## src/rtl/cga_alu_qreg_seq.sv

```systemverilog
// cga_alu_qreg_seq: parametrised Q register for the ALU multiply/divide/shift path.
// It supports these operations:
//   hold, parallel load, shift left/right with serial inputs, per-lane byte swap,
//   and rotate left/right.
// A START request can run a shift or rotate as a counted sequence. The sequence
// proceeds on its own and reports its state on the BUSY/DONE handshake.
// Optional feature macro: QREG_ZDET_EN adds these outputs:
//   QZ  registered zero flag
//   QSO sticky OR of the bits shifted out during a sequence
module cga_alu_qreg_seq #(
  parameter int WIDTH = 16,
  parameter int CNT_W = 5
) (
  input  logic             ALUCLK,
  input  logic             RESET,
  input  logic [WIDTH-1:0] F,
  input  logic [2:0]       QSEL_2_0,
  input  logic             QLI,
  input  logic             QRI,
  input  logic             START,
  input  logic [CNT_W-1:0] SHCNT,
  output logic [WIDTH-1:0] Q,
  output logic             QLO,
  output logic             QRO,
  output logic             BUSY,
`ifdef QREG_ZDET_EN
  output logic             QZ,
  output logic             QSO,
`endif
  output logic             DONE
);

  localparam logic [2:0] OP_HOLD = 3'b000;
  localparam logic [2:0] OP_LOAD = 3'b001;
  localparam logic [2:0] OP_SHL  = 3'b010;
  localparam logic [2:0] OP_SHR  = 3'b011;
  localparam logic [2:0] OP_SWAP = 3'b100;
  localparam logic [2:0] OP_ROTL = 3'b101;
  localparam logic [2:0] OP_ROTR = 3'b110;

  // Byte swap works on whole 16-bit lanes, so other widths are rejected outright
  generate
    if ((WIDTH % 16) != 0 || WIDTH < 16) begin : g_bad_width
      $error("cga_alu_qreg_seq: WIDTH must be a non-zero multiple of 16");
    end
  endgenerate

  typedef enum logic {IDLE, RUN} state_t;

  state_t           state;
  logic [WIDTH-1:0] q;
  logic [CNT_W-1:0] cnt;
  logic [2:0]       op_lat;
  logic             busy;
  logic             done;

  logic [2:0]       op_sel;
  logic [WIDTH-1:0] q_step;
  logic [WIDTH-1:0] q_nxt;
  logic             seq_start;

  // Next register value for a single application of op
  function automatic logic [WIDTH-1:0] apply_op(input logic [2:0]       op,
                                                input logic [WIDTH-1:0] cur,
                                                input logic [WIDTH-1:0] f,
                                                input logic             li,
                                                input logic             ri);
    logic [WIDTH-1:0] r;
    r = cur;
    case (op)
      OP_LOAD: r = f;
      OP_SHL:  r = {cur[WIDTH-2:0], li};
      OP_SHR:  r = {ri, cur[WIDTH-1:1]};
      OP_SWAP: begin
        for (int l = 0; l < WIDTH / 16; l++) begin
          r[16*l +: 16] = {cur[16*l +: 8], cur[16*l+8 +: 8]};
        end
      end
      OP_ROTL: r = {cur[WIDTH-2:0], cur[WIDTH-1]};
      OP_ROTR: r = {cur[0], cur[WIDTH-1:1]};
      default: r = cur;
    endcase
    return r;
  endfunction

  // Only shifts and rotates may run as counted sequences
  function automatic logic is_seq_op(input logic [2:0] op);
    return (op == OP_SHL) || (op == OP_SHR) || (op == OP_ROTL) || (op == OP_ROTR);
  endfunction

  // Select the active op, then decide whether this edge changes Q
  always_comb begin
    op_sel    = (state == RUN) ? op_lat : QSEL_2_0;
    q_step    = apply_op(op_sel, q, F, QLI, QRI);
    seq_start = (state == IDLE) && START && is_seq_op(QSEL_2_0) && (SHCNT != '0);
    q_nxt     = q;
    if (state == RUN) begin
      q_nxt = q_step;
    end else if (!START || !is_seq_op(QSEL_2_0)) begin
      q_nxt = q_step;
    end
  end

  // Register update and sequencer FSM; reset overrides everything
  always_ff @(posedge ALUCLK) begin
    if (RESET) begin
      state  <= IDLE;
      q      <= '0;
      cnt    <= '0;
      op_lat <= OP_HOLD;
      busy   <= 1'b0;
      done   <= 1'b0;
    end else begin
      q <= q_nxt;
      case (state)
        IDLE: begin
          if (seq_start) begin
            op_lat <= QSEL_2_0;
            cnt    <= SHCNT;
            state  <= RUN;
            busy   <= 1'b1;
            done   <= 1'b0;
          end else begin
            busy <= 1'b0;
            done <= START;
          end
        end
        RUN: begin
          cnt <= cnt - CNT_W'(1);
          if (cnt == CNT_W'(1)) begin
            state <= IDLE;
            busy  <= 1'b0;
            done  <= 1'b1;
          end
        end
        default: begin
          state <= IDLE;
          busy  <= 1'b0;
          done  <= 1'b0;
        end
      endcase
    end
  end

`ifdef QREG_ZDET_EN
  logic qz;
  logic qso;
  logic out_bit;

  // Bit leaving the register on this sequence step
  always_comb begin
    out_bit = ((op_lat == OP_SHL) || (op_lat == OP_ROTL)) ? q[WIDTH-1] : q[0];
  end

  // Zero flag follows Q; shift-out OR is cleared at each sequence start
  always_ff @(posedge ALUCLK) begin
    if (RESET) begin
      qz  <= 1'b1;
      qso <= 1'b0;
    end else begin
      qz <= (q_nxt == '0);
      if (seq_start) begin
        qso <= 1'b0;
      end else if (state == RUN) begin
        qso <= qso | out_bit;
      end
    end
  end

  assign QZ  = qz;
  assign QSO = qso;
`endif

  assign Q    = q;
  assign QLO  = q[WIDTH-1];
  assign QRO  = q[0];
  assign BUSY = busy;
  assign DONE = done;

endmodule

```

## config.mk

```make
export PLATFORM = sky130hd
export DESIGN_NAME = cga_alu_qreg_seq
export DESIGN_NICKNAME = d
export VERILOG_FILES = /design/src/rtl/cga_alu_qreg_seq.sv
export SDC_FILE = /design/constraint.sdc
export NUM_CORES = 1
export LEC_CHECK = 0
export ABC_AREA = 1
export ABC_CLOCK_PERIOD_IN_PS = 2000
export CORE_AREA = 3 3 77 79
export CTS_CLUSTER_SIZE = 25
export DETAILED_ROUTE_END_ITERATION = 6
export DIE_AREA = 0 0 80 82
export GPL_TIMING_DRIVEN = 0
export SLEW_MARGIN = 20
export SYNTH_ARGS = -nofsm -noshare
export SYNTH_HDL_FRONTEND = slang
export SYNTH_SLANG_ARGS = --single-unit
```

## constraint.sdc

```tcl
create_clock -name ALUCLK -period 2 [get_ports ALUCLK]
set_clock_uncertainty 0.2 [all_clocks]
set_input_delay 0.3 -clock ALUCLK [delete_from_list [all_inputs] [get_ports ALUCLK]]
set_output_delay 0.3 -clock ALUCLK [all_outputs]
set_load 0.01 [all_outputs]
```

==> qor.yml <==
wl_per_cell_um: 12.8
crit_start: "Q[15]"
place_congestion: 0.836
vias_per_cell: 4.90
min_from: "BUSY"
synth_area_mm2: 0.00211
post_cts_resized: 0
worstSkewPairLatency_ns: 0.28
die_y_um: 82
synth_area_per_cell_um2: 6.65
yosys.cell_count.top_type: "nand2_1"
die-area_mm2: 0.00656
drive_gt1_frac: 0.233
yosysTopAreaCell: "dfxtp_1"
nets: 401
globalRouteTotalUtil: 0.177
dpl.hpwl_um: 4300
grt_pass1_wl_um: 9160
grt.overflow.total: 0
fillers: 606
initial_utilization: 0.390
pin_count: 49
finalNonFillerCells: 441
async_flop_share: 0
ir_worst_vdd_v: 0.000291
utilization: 0.505
design_area_mm2: 0.00273
post_synth_inst_count: 317
cp_data_required_time_ns: 1.50
cp_cell_sequence: "buf_4 -> clkdlybuf4s50_1"
htree_levels: 1
ys.flop_type: "dfxtp_1"
critPathLaunchType: "register"
fin_crit_sh: 0.964
slowest_delay_ns: 0.52
synth.distinct_cells: 29
ys_top_cells_by_count: "nand2_1, nand3_1, dfxtp_1, nor2_1, inv_1"
first_global_vias: 1911
finalCriticalPeriod_ns: 1.93
leakagePower_nw: 1.15
yosysSeqAreaShare: 0.257
path_max_fanout: 6
rows: 27
min_path_type: "register to register"
port_buffers: 48
routed-via-count: 2161
clockBufferDepth: 2
drc_errors: 0
max_slew.worst_pin.slew_ns: 0.684
status: "complete, no violations"
root_buffer: "clkbuf_8"
grt_max_degree: 15
cts_tree: "built"
place_area_mm2: 0.00268
maxSlewViolCount: 0
crit_buf_inv: 2
detail-route-antenna-nets: 0
finalHoldViolations: 0
fin_ws_ns: 0.0726
finalWirelength_um: 5620
grt_setup_unrepaired: "false"
path_class: "register to output port"
cpLargestDelayFamily: "buffers and inverters"
synth_top_area_frac: 0.257
yosys-top-cells-area: "dfxtp_1, nand2_1, nand3_1"
numCtsBuffers: 3
die_x_um: 80
drt_iter0_drc: 72
synth-edff-count: 0
drv_cap: 0
coreArea_mm2: 0.00541
ys_ff_latch: 27
post_cts_buffers: 0
area_growth_pct: 29.5
insertedDiodeCount: 0
clock_sinks: 27
grt_antenna_before_repair: 0
critPathSlowestCell: "clkdlybuf4s50_1"
worstReg2RegStart: "state"
dp.cells: 437
preCtsSetupSlack_ns: -0.208
relSlewSlack: 0.544
drtPass1Iterations: 4
yosys_warnings: 0
fmax_mhz: 519
clkSlewWorstSetupHoldPaths_ns: 0.10
cts_hold_buf: 0
power_density_mw_per_mm2: 681
synthesis.nets: 348
cp_data_arrival_time_ns: 1.43
end_kind: "output port"
setup_viol: 0
flip-flops by register name, indices dropped and copies added (netlist names):
name / count
DONE: 1
BUSY: 1
state: 1
cnt: 5
op_lat: 3
Q: 16
layout make-up:
cell class | instances | area (um^2) | share of cell area
plain buffers | 16 | 136 | 0.0500
clock buffers | 4 | 45.0 | 0.0165
inverters | 32 | 120 | 0.0440
multi-input cells | 242 | 1310 | 0.481
flip-flops and latches | 27 | 543 | 0.199
well taps | 72 | 90.1 | 0.0330
repair buffers | 48 | 480 | 0.176
placed cells by master, fill, tap and decap left out, drive strengths merged:
master,count
clkbuf,6
nand4,3
o21ai,7
a22oi,2
nor2,44
nand3,39
xor2,3
ha,2
buf,14
a21oi,30
dfxtp,27
inv,32
o221ai,1
nor3,1
clkdlybuf4s50,48
o22ai,1
nand2,108
o21a,1
power breakdown:
part           total [mW]  internal (mW)  leakage, nW  switching [mW]
Combinational       0.837          0.381        0.905           0.456
Clock               0.328          0.143       0.0228           0.184
Sequential          0.693          0.604        0.223          0.0891
Total                1.86           1.13         1.15           0.730
per-layer routing:
| layer | GRT usage | vias to the layer above | routed length [um] |
|---|---|---|---|
| li1 | - | 1108 | - |
| met1 | 0.257 | 986 | 2810 |
| met2 | 0.278 | 62 | 2460 |
| met3 | 0.0241 | 5 | 307 |
| met4 | 0.0355 | 0 | 52 |
| met5 | 0 | - | 0 |
per-stage QoR:
stage	total power, mW	TNS (ns)	hold WS, ns
2_1_floorplan	1.25	0	0.181
3_3_place_gp	1.54	-4.19	0.248
3_5_place_dp	1.55	-4.23	0.253
4_1_cts	1.88	0	0.277
5_1_grt	1.99	0	0.283
6_report	1.86	0	0.272
worst paths after layout:
path         depth (start not counted)  endpoint  slack, ns
max                                  2     Q[15]       0.07
min                                  1      BUSY       0.27
max reg2reg                         10      Q[1]       0.20
min reg2reg                          1      BUSY       0.27
worst reg2reg max path: cells and delay by family, from the launching register on:
family | cells | cell delay (ns)
AOI/OAI and AO/OA | 1 | 0.10
buffers and inverters | 2 | 0.36
DFF | 1 | 0.38
and+or+nand+nor | 7 | 0.72
cells by family after synthesis:
family / share of synthesized area
flip-flops: 0.257
AND/OR/NAND/NOR: 0.461
adder cells (fa/ha/maj): 0.0119
buffers and inverters: 0.122
AO/OA/AOI/OAI: 0.136
XOR/XNOR: 0.0125
(Power assumes the default switching activity.)
